**config.mk**
```make
export PLATFORM = sky130hd
export DESIGN_NAME = div_issue_ctrl
export DESIGN_NICKNAME = d
export VERILOG_FILES = /design/src/rtl/div_issue_ctrl.sv
export SDC_FILE = /design/constraint.sdc
export NUM_CORES = 1
export LEC_CHECK = 0
export BUFFER_PORTS_ARGS = -buffer_cell sky130_fd_sc_hd__buf_2
export CAP_MARGIN = 40
export CORE_ASPECT_RATIO = 0.5
export CORE_MARGIN = 8
export CORE_UTILIZATION = 51
export DETAILED_ROUTE_END_ITERATION = 12
export PLACE_DENSITY = 0.86
export REMOVE_ABC_BUFFERS = 1
export SYNTH_ARGS = -nofsm -noshare
export SYNTH_HDL_FRONTEND = slang
export SYNTH_SLANG_ARGS = --single-unit
export TNS_END_PERCENT = 1
```
**constraint.sdc**
```tcl
create_clock -name clk -period 4.8 [get_ports clk]
set_input_delay 1.2 -clock clk [delete_from_list [all_inputs] [get_ports clk]]
set_output_delay 1.2 -clock clk [all_outputs]
set_load 0.01 [all_outputs]
```
**src/rtl/div_issue_ctrl.sv**
```systemverilog
// Issue controller for the RV32M iterative divider.
// Resolves divide-by-zero and signed overflow locally and stalls the pipeline while the divider runs.
module div_issue_ctrl #(
  parameter int DW = 32,
  parameter int AW = 5
) (
  input  logic          clk,
  input  logic          rst,
  input  logic          req_i,
  input  logic [2:0]    funct3_i,
  input  logic [DW-1:0] rs1_i,
  input  logic [DW-1:0] rs2_i,
  input  logic [AW-1:0] rd_i,
  input  logic          flush_i,
  output logic [DW-1:0] div_dividend_o,
  output logic [DW-1:0] div_divisor_o,
  output logic          div_signed_o,
  output logic          div_en_o,
  input  logic [DW-1:0] div_quot_i,
  input  logic [DW-1:0] div_rem_i,
  input  logic          div_done_i,
  output logic          stall_o,
  output logic          wb_en_o,
  output logic [AW-1:0] wb_addr_o,
  output logic [DW-1:0] wb_data_o
);

  typedef enum logic [2:0] {IDLE, ISSUE, WAIT, WB, DRAIN} state_e;

  state_e        state_q, state_d;
  logic [DW-1:0] dividend_q, dividend_d;
  logic [DW-1:0] divisor_q, divisor_d;
  logic          signed_q, signed_d;
  logic          sel_rem_q, sel_rem_d;
  logic [AW-1:0] rd_q, rd_d;
  logic          div_en_q, div_en_d;
  logic          wb_en_q, wb_en_d;
  logic [AW-1:0] wb_addr_q, wb_addr_d;
  logic [DW-1:0] wb_data_q, wb_data_d;

  logic          accept;
  logic          is_signed;
  logic          is_rem;
  logic          div_zero;
  logic          overflow;
  logic [DW-1:0] special_res;

  always_comb begin
    accept      = req_i && funct3_i[2] && !flush_i && (state_q == IDLE || state_q == WB);
    is_signed   = ~funct3_i[0];
    is_rem      = funct3_i[1];
    div_zero    = (rs2_i == '0);
    overflow    = is_signed && (rs1_i == {1'b1, {(DW-1){1'b0}}}) && (rs2_i == '1);
    // Divide-by-zero takes precedence; overflow only applies with a non-zero divisor.
    if (div_zero) begin
      special_res = is_rem ? rs1_i : '1;
    end else begin
      special_res = is_rem ? '0 : rs1_i;
    end

    state_d    = state_q;
    dividend_d = dividend_q;
    divisor_d  = divisor_q;
    signed_d   = signed_q;
    sel_rem_d  = sel_rem_q;
    rd_d       = rd_q;
    div_en_d   = 1'b0;
    wb_en_d    = 1'b0;
    wb_addr_d  = wb_addr_q;
    wb_data_d  = wb_data_q;

    case (state_q)
      IDLE, WB: begin
        state_d = IDLE;
        if (accept) begin
          dividend_d = rs1_i;
          divisor_d  = rs2_i;
          signed_d   = is_signed;
          sel_rem_d  = is_rem;
          rd_d       = rd_i;
          if (div_zero || overflow) begin
            state_d   = WB;
            wb_en_d   = (rd_i != '0);
            wb_addr_d = rd_i;
            wb_data_d = special_res;
          end else begin
            state_d  = ISSUE;
            div_en_d = 1'b1;
          end
        end
      end
      ISSUE: state_d = flush_i ? DRAIN : WAIT;
      WAIT: begin
        // A flush that coincides with done has nothing left to drain.
        if (flush_i) begin
          state_d = div_done_i ? IDLE : DRAIN;
        end else if (div_done_i) begin
          state_d   = WB;
          wb_en_d   = (rd_q != '0);
          wb_addr_d = rd_q;
          wb_data_d = sel_rem_q ? div_rem_i : div_quot_i;
        end
      end
      DRAIN: if (div_done_i) state_d = IDLE;
      default: state_d = IDLE;
    endcase

    stall_o = (accept && state_q == IDLE) || state_q == ISSUE || state_q == WAIT ||
              state_q == DRAIN;
  end

  always_ff @(posedge clk) begin
    if (!rst) begin
      state_q    <= IDLE;
      dividend_q <= '0;
      divisor_q  <= '0;
      signed_q   <= 1'b0;
      sel_rem_q  <= 1'b0;
      rd_q       <= '0;
      div_en_q   <= 1'b0;
      wb_en_q    <= 1'b0;
      wb_addr_q  <= '0;
      wb_data_q  <= '0;
    end else begin
      state_q    <= state_d;
      dividend_q <= dividend_d;
      divisor_q  <= divisor_d;
      signed_q   <= signed_d;
      sel_rem_q  <= sel_rem_d;
      rd_q       <= rd_d;
      div_en_q   <= div_en_d;
      wb_en_q    <= wb_en_d;
      wb_addr_q  <= wb_addr_d;
      wb_data_q  <= wb_data_d;
    end
  end

  assign div_dividend_o = dividend_q;
  assign div_divisor_o  = divisor_q;
  assign div_signed_o   = signed_q;
  assign div_en_o       = div_en_q;
  assign wb_en_o        = wb_en_q;
  assign wb_addr_o      = wb_addr_q;
  assign wb_data_o      = wb_data_q;

endmodule
```
==> Yosys cells after proc, flatten, opt, wreduce, memory -nomap -nowiden <==
Index checks and enable logic that the tools add are counted.
{ "totals": {"register_bits": 113, "latch_bits": 0, "mem_bits_rw": 0, "romBits": 0, "in_bits": 141, "out_inout_bits": 105, "word_cells": 73, "n_memories": 0} }
{ "classes": {"addsub": 0, "mul": 0, "n_div": 0, "n_lt_le_gt_ge": 0, "n_eq_ne": 12, "n_shift": 0, "muxes": 28, "bitwise_logic": 1, "reduce_logical": 22} }
{ "ops": {"columns": ["operator", "count"], "rows": [
  ["2-to-1 mux 32 bit", 8],
  ["equality test 32 bit, second input constant", 2],
  ["case mux 32 bit (2 select lines)", 1],
  ["logical NOT 32 bit", 1],
  ["2-to-1 mux 5 bit", 4],
  ["2-to-1 mux 3 bit", 5],
  ["case mux 3 bit (4 select lines)", 1],
  ["inequality test 2 bit, second input constant", 5],
  ["case mux 5 bit (2 select lines)", 1],
  ["nonzero test 5 bit", 2],
  ["equality test 3 x 2 -> 1 bit, second input constant", 2],
  ["logical AND 1 bit", 6],
  ["logical OR 1 bit", 5],
  ["2-to-1 mux 1 bit", 5],
  ["AND reduction 5 bit", 1],
  ["2-to-1 mux 2 bit", 2],
  ["AND reduction 2 bit", 2],
  ["equality test 3 x 1 -> 1 bit, second input constant", 1],
  ["equality test 3 bit, second input constant", 1],
  ["logical NOT 3 bit", 1],
  ["inequality test 3 bit, second input constant", 1],
  ["AND reduction 3 bit", 1],
  ["case mux 1 bit (2 select lines)", 1],
  ["nonzero test 2 bit", 1],
  ["3 further kinds", 3]
]} }

==> Depth between registers and ports, before layout <==
Gate-level depths: netlist (run 1).
{ "depth": {"ltp_word": 7, "depth_mapped": 8} }

==> Worst setup path before layout (run 1) <==
OpenSTA, ideal clock, no wires.
{ "synth_path": {"path_type": "input -> output", "from": "input flush_i", "to": "output stall_o", "t_arrival_ps": 1590, "setup_slack_ps": 2010, "stages": 2, "cell_sequence": "nand3b_1 > a21oi_1"} }
{ "synth_via": {"elab_chain_len": 7} }
{ "synth_lines": {"columns": ["element", "line_no", "rtl"], "rows": [
  ["start: declaration", "14", "input logic flush_i,"],
  ["logical NOT 1 bit", "49", "accept = req_i && funct3_i[2] && !flush_i && (state_q == IDLE || state_q == WB);"],
  ["logical AND 1 bit (2 in series)", "49", null],
  ["logical AND 1 bit", "108", "stall_o = (accept && state_q == IDLE) || state_q == ISSUE || state_q == WAIT ||"],
  ["logical OR 1 bit (3 in series)", "108", null],
  ["end: declaration", "22", "output logic stall_o,"]
]} }
No other way between the ends.

==> Worst setup path in the final report (run 1) <==
{ "layout_path": {"from": "input rs1_i[0]", "to": "register wb_data_q[11], in the netlist wb_data_o[11]"} }
{ "layout_via": {"elab_chain_len": 6} }
{ "layout_lines": {"columns": ["element", "line_no", "rtl"], "rows": [
  ["start: declaration", "11", "input logic [DW-1:0] rs1_i,"],
  ["equality test 32 bit", "53", "overflow = is_signed && (rs1_i == {1'b1, {(DW-1){1'b0}}}) && (rs2_i == '1);"],
  ["logical AND 1 bit (2 in series)", "53", null],
  ["logical OR 1 bit", "81", "if (div_zero || overflow) begin"],
  ["inequality test 2 bit (no line)", null, null],
  ["AND reduction 5 bit (no line)", null, null],
  ["end signal: assignment", "134", "wb_data_q <= wb_data_d;"],
  ["end: declaration", "39", "logic [DW-1:0] wb_data_q, wb_data_d;"]
]} }
No other way between the ends.
A chain may end at the register's enable or synchronous reset.

==> results.sh, run 1 <==
export IMPL_outcome="finished clean"
export IMPL_crit_start="rs1_i[0]"
export IMPL_worstReg2RegEnd="wb_data_o[11]"
export IMPL_cp_data_required_time_ns=5.07
export IMPL_pre_cts_ws_ns=0.816
export IMPL_clock_sinks=113
export IMPL_post_synth_cell_area_avg_um2=8.41
export IMPL_cp_end_kind="register"
export IMPL_grt_total_usage=0.251
export IMPL_sw_frac_of_total=0.227
export IMPL_finalWirelength_um=18900
export IMPL_place_congestion=0.850
export IMPL_rows=26
export IMPL_p_per_area_mw_per_mm2=348
export IMPL_cts_tree="done"
export IMPL_worstPathArrival_ns=3.95
export IMPL_r2r_start="state_q[1]"
export IMPL_final_area_mm2=0.00734
export IMPL_rr_worst_depth=8
export IMPL_ys_ff_latch=113
export IMPL_placed_area_mm2=0.00672
export IMPL_gr_usage_met2=0.446
export IMPL_place_hpwl_um=13400
export IMPL_period_share=0.768
export IMPL_p_leak_nw=3.36
export IMPL_drtAntennaViolNets=0
export IMPL_initial_utilization=0.529
export IMPL_antenna_cells=0
export IMPL_die_area_mm2=0.0144
export IMPL_synthCells=646
export IMPL_die_w_um=162
export IMPL_synth_flop_cell="dfxtp_1"
export IMPL_dp_cells=988
export IMPL_power_frac_clock=0.523
export IMPL_cts_clk_slew_worst_paths_ns=0.05
export IMPL_cts_buffers=17
export IMPL_netlist_area_mm2=0.00544
export IMPL_dr_first_iter_drc_count=416
export IMPL_globalRoute_busiestLayer="met2"
export IMPL_pin_count=246
export IMPL_rsz0062_at_grt="no"
export IMPL_drtPass1Iterations=5
export IMPL_tightest_slew_ns=0.834
export IMPL_drv_cap=0
export IMPL_grt_max_degree=75
export IMPL_grt_overflow_total=0
export IMPL_vias_per_cell=5.73
export IMPL_fin_ws_ns=1.11
export IMPL_path_max_fanout=31
export IMPL_nets=1008
export IMPL_cts_setup_buffers=0
export IMPL_h_tree_depth=4
export IMPL_hp_class="register to register"
export IMPL_yosysWarnings=0
export IMPL_ir_drop_mv=0.292
export IMPL_coreArea_mm2=0.0103
export IMPL_crit_type="primary input to register"
export IMPL_cts_resized=0
export IMPL_hold_buffers=0
export IMPL_yosysUniqueCellTypes=46
export IMPL_syn2layout_area_growth_pct=35.1
export IMPL_setup_viol=0
export IMPL_grt_util_met3=0.0671
export IMPL_hold_slack_ns=0.457
export IMPL_finalNonFillerCells=1019
export IMPL_rrSetupSlack_ns=2.00
export IMPL_skew_ns=0.00644
export IMPL_ys_seq_area_frac=0.416
export IMPL_p_int_mw=1.97
export IMPL_clock_latency_ns=0.40
export IMPL_grt_pass1_vias=5921
export IMPL_synth_edf_count=0
export IMPL_fin_crit_ns=3.69
export IMPL_grt_first_pass_wirelength_um=29100
export IMPL_clockRootBuffer="clkbuf_16"
export IMPL_comb_power_share=0.095
export IMPL_num_vias=5843
export IMPL_async_flop_share=0
export IMPL_startpoint_type="primary input"
export IMPL_pwr_share_seq=0.382
export IMPL_antenna_found_initial=0
export IMPL_hold_viol=0
export IMPL_max_clock_path_buffers=2
export IMPL_relSlewSlack=0.441
export IMPL_wire_per_inst_um=18.6
export IMPL_maxSlewViolCount=0
export IMPL_gr_usage_met1=0.270
export IMPL_die_height_um=89
export IMPL_drive_above_1_share=0.366
export IMPL_port_buffers=245
export IMPL_critPathCapture="wb_data_o[11]"
export IMPL_power_total_mw=2.56
export IMPL_post_route_drc_count=0
export IMPL_timing_fmax_mhz=271
export IMPL_p_switching_mw=0.581
## critical path, cell delays in order
cell and delay (ns):
buf_2 0.11, nand4b_1 0.17, nor4_1 0.46, nand4_1 0.31, nor4_4 0.33, buf_4 0.36, or2_1 0.48, buf_4 0.37
a31oi_1 0.13
## metal layers
metal  part of all wire  vias to the layer above
met4              0.053                        0
met5                  0                        -
li1                   -                     2732
met1               0.37                     2731
met2               0.50                      297
met3              0.073                       83
## power groups by stage
stage | Clock, mW | Sequential, mW | Combinational [mW]
detailed placement | 0 | 0.995 | 0.238
global placement | 0 | 0.993 | 0.233
global route | 1.40 | 0.978 | 0.265
finish | 1.34 | 0.976 | 0.243
floorplan | 0 | 1.00 | 0.0933
CTS | 1.35 | 0.975 | 0.241
## Yosys cell counts (all sizes together), types with 8 or more instances
cell type | number | area [µm²]
nand3 | 10 | 50.1
mux2 | 22 | 248
nand2 | 192 | 721
o21ai | 17 | 85.1
a21boi | 70 | 526
nand4 | 8 | 50.1
mux2i | 15 | 150
maj3 | 24 | 240
o31ai | 24 | 180
clkbuf | 41 | 154
buf | 13 | 87.6
o221a | 8 | 90.1
dfxtp | 113 | 2260
a31oi | 22 | 138
nor4 | 17 | 113
## kinds of logic after synthesis
group	synth area share
compound gates	0.213
fa+ha+maj	0.0442
mux	0.0732
xor+xnor	0.00161
buf+inv	0.0451
simple gates	0.206
flops	0.416
## cells in the final DEF, fill, tap and decap left out, types with 2 or more instances in the layout
cell type	synthesis	layout
a21boi_0	70	70
a21oi_1	6	6
a31oi_1	22	22
buf_2	4	245
buf_4	5	10
bufinv_16	0	4
clkbuf_16	0	17
clkbuf_8	0	3
clkinv_2	0	5
clkinvlp_4	0	2
dfxtp_1	113	113
maj3_1	24	24
mux2_2	22	22
mux2i_1	15	15
nand2_1	192	192
nand2b_1	5	5
nand3_1	10	10
nand4_1	8	8
nand4b_1	2	2
nor2_1	6	5
nor3_1	5	4
nor4_1	16	16
o211a_1	6	6
o21ai_0	15	15
o21ai_1	2	2
o221a_2	7	7
o31ai_1	24	24
or4_1	2	2
## worst min path at each step
stage                            start                  to  slack (ns)  cells after the start
floorplan                      rd_q[3]             rd_q[3]        0.45                      2
global placement     div_divisor_o[25]   div_divisor_o[25]        0.45                      2
detailed placement   div_divisor_o[25]   div_divisor_o[25]        0.45                      2
CTS                  div_divisor_o[25]   div_divisor_o[25]        0.46                      2
global route        div_dividend_o[11]  div_dividend_o[11]        0.48                      2
finish              div_dividend_o[11]  div_dividend_o[11]        0.46                      2
## layout make-up
| cell class | instances | area [µm²] |
|---|---|---|
| multi-input combinational | 478 | 2950 |
| fill | 789 | 2940 |
| sequential | 113 | 2260 |
| timing repair buffer | 256 | 1330 |
| clock buffer | 20 | 467 |
| tap | 140 | 175 |
| clock inverter | 11 | 160 |
| inverter | 1 | 3.75 |
## through the flow
stage / util / setup TNS (ns)
floorplan: - / -168.43
global placement: 0.651 / 0
detailed placement: 0.653 / 0
CTS: 0.714 / 0
global route: 0.714 / 0
finish: 0.714 / 0
## state kept, by name, indices dropped and copies added (netlist names)
register,cells
wb_data_o,32
wb_en_o,1
rd_q,5
div_dividend_o,32
state_q,3
div_en_o,1
div_divisor_o,32
div_signed_o,1
sel_rem_q,1
wb_addr_o,5
Note: power is estimated with default switching activity, not from simulation.
==> run 2, diff against run 1 <==
--- a/config.mk
+++ b/config.mk
@@ -9,9 +9,9 @@
 export CAP_MARGIN = 40
 export CORE_ASPECT_RATIO = 0.5
 export CORE_MARGIN = 8
-export CORE_UTILIZATION = 51
+export CORE_UTILIZATION = 43
 export DETAILED_ROUTE_END_ITERATION = 12
-export PLACE_DENSITY = 0.86
+export PLACE_DENSITY = 0.77
 export REMOVE_ABC_BUFFERS = 1
 export SYNTH_ARGS = -nofsm -noshare
 export SYNTH_HDL_FRONTEND = slang
==> constraint.sdc (replaced) <==
create_clock -name clk -period 3.3 [get_ports clk]
set_input_delay 0.825 -clock clk [delete_from_list [all_inputs] [get_ports clk]]
set_output_delay 0.825 -clock clk [all_outputs]
set_load 0.01 [all_outputs]
==> results.sh, run 2 (same netlist as run 1, synthesis figures left out) <==
export IMPL_outcome="finished clean"
export IMPL_rr_worst_depth=6
export IMPL_period_share=0.819
export IMPL_cp_data_required_time_ns=3.59
export IMPL_hold_viol=0
export IMPL_regArea_mm2=0.00226
export IMPL_grt_overflow_total=0
export IMPL_timing_fmax_mhz=370
export IMPL_grt_total_usage=0.213
export IMPL_num_vias=5694
export IMPL_ir_drop_mv=0.310
export IMPL_cp_end_kind="register"
export IMPL_cts_tree="done"
export IMPL_p_leak_nw=3.42
export IMPL_grt_max_degree=80
export IMPL_pin_count=246
export IMPL_hold_buffers=0
export IMPL_cp_cell_sequence="buf_2 -> nand4b_1 -> nor4_1 -> nand4_1 -> nor4_4 -> o21ai_1 -> o221a_2"
export IMPL_clockRootBuffer="clkbuf_16"
export IMPL_nets=1013
export IMPL_rrSetupSlack_ns=1.08
export IMPL_antenna_cells=0
export IMPL_cts_buffers=17
export IMPL_worstPathArrival_ns=2.99
export IMPL_hold_depth=2
export IMPL_hp_start="div_divisor_o[5]"
export IMPL_tightest_slew_ns=0.746
export IMPL_port_buffers=245
export IMPL_drtPass1Iterations=5
export IMPL_dr_first_iter_drc_count=438
export IMPL_pre_cts_ws_ns=0.254
export IMPL_drv_cap=0
export IMPL_drive_above_1_share=0.369
export IMPL_skew_ns=0.00733
export IMPL_min_to="div_divisor_o[5]"
export IMPL_dp_cells=1023
export IMPL_setup_tns_ns=0
export IMPL_multi_input_area_mm2=0.00295
export IMPL_mostFrequentLayoutCells="buf_2, nand2_1, dfxtp_1, a21boi_0"
export IMPL_final_common_cell="buf_2"
export IMPL_clock_sinks=113
export IMPL_startpoint_type="primary input"
export IMPL_rows=29
export IMPL_cts_resized=0
export IMPL_vias_per_cell=5.40
export IMPL_cpPeakStageDelay_ns=0.51
export IMPL_clock_latency_ns=0.41
export IMPL_setup_viol=0
export IMPL_die_w_um=175
export IMPL_crit_type="primary input to register"
export IMPL_cpMaxStageDelayCell="nor4_4"
export IMPL_final_util=0.597
export IMPL_coreArea_mm2=0.0125
export IMPL_cts_clk_slew_worst_paths_ns=0.05
export IMPL_r2r_start="state_q[0]"
export IMPL_die_height_um=95.5
export IMPL_h_tree_depth=4
export IMPL_post_route_drc_count=0
export IMPL_syn2layout_area_growth_pct=37.5
export IMPL_worstReg2RegEnd="wb_data_o[0]"
export IMPL_cts_setup_buffers=0
export IMPL_path_max_fanout=8
export IMPL_die_area_mm2=0.0167
export IMPL_antenna_found_initial=0
export IMPL_finalWirelength_um=18800
export IMPL_place_hpwl_um=13700
export IMPL_hp_class="register to register"
export IMPL_finalNonFillerCells=1055
export IMPL_rsz0062_at_grt="no"
export IMPL_drtAntennaViolNets=0
export IMPL_relSlewSlack=0.502
export IMPL_initial_utilization=0.434
export IMPL_wire_per_inst_um=17.8
export IMPL_p_per_area_mw_per_mm2=509
export IMPL_fillers=1126
export IMPL_grt_first_pass_wirelength_um=28500
export IMPL_maxSlewViolCount=0
export IMPL_max_clock_path_buffers=2
export IMPL_place_congestion=0.792
export IMPL_fin_ws_ns=0.599
export IMPL_grt_pass1_vias=5510
export IMPL_fin_crit_ns=2.70
## run 2: where the power goes
group | internal, mW | switching, mW
registers | 1.40 | 0.0174
logic | 0.166 | 0.193
clock network | 1.39 | 0.636
## run 2: final cells by class
| type | count | share of cell area |
|---|---|---|
| multi-input combinational | 478 | 0.394 |
| sequential | 113 | 0.303 |
| timing repair buffer | 261 | 0.187 |
| clock buffer | 21 | 0.0629 |
| tap | 170 | 0.0285 |
| clock inverter | 11 | 0.0244 |
| inverter | 1 | 0.000502 |
## run 2: critical path, delay by kind of cell
kind	cells	cell delay, ns
buffers and inverters	1	0.11
AOI/OAI and AO/OA	2	0.62
and+or+nand+nor	4	1.43
## run 2: worst max-delay path by stage
stage,startpoint,end,slack [ns],depth (start not counted)
after floorplan,flush_i,wb_data_o[0],-4.25,6
after CTS,rs1_i[0],wb_data_o[0],0.66,7
after global routing,rs1_i[0],wb_data_o[4],0.43,7
after global placement,rs1_i[0],wb_data_o[24],0.30,8
final,rs1_i[0],wb_data_o[0],0.60,7
after detailed placement,rs1_i[0],wb_data_o[0],0.25,7
## run 2: metrics by stage
| stage | power (mW) | hold slack [ns] | area, µm² |
|---|---|---|---|
| after global placement | 1.79 | 0.448 | 6800 |
| after global routing | 3.93 | 0.474 | 7470 |
| after CTS | 3.82 | 0.460 | 7470 |
| after detailed placement | 1.80 | 0.453 | 6820 |
| final | 3.80 | 0.457 | 7470 |
| after floorplan | 1.60 | 0.450 | 5190 |
## run 2: metal layers
layer	track usage	vias up	wire (µm)
met1	0.240	2734	7280
met4	0.0932	0	442
met2	0.389	182	10100
met5	0	-	0
met3	0.0478	35	945
li1	-	2743	-
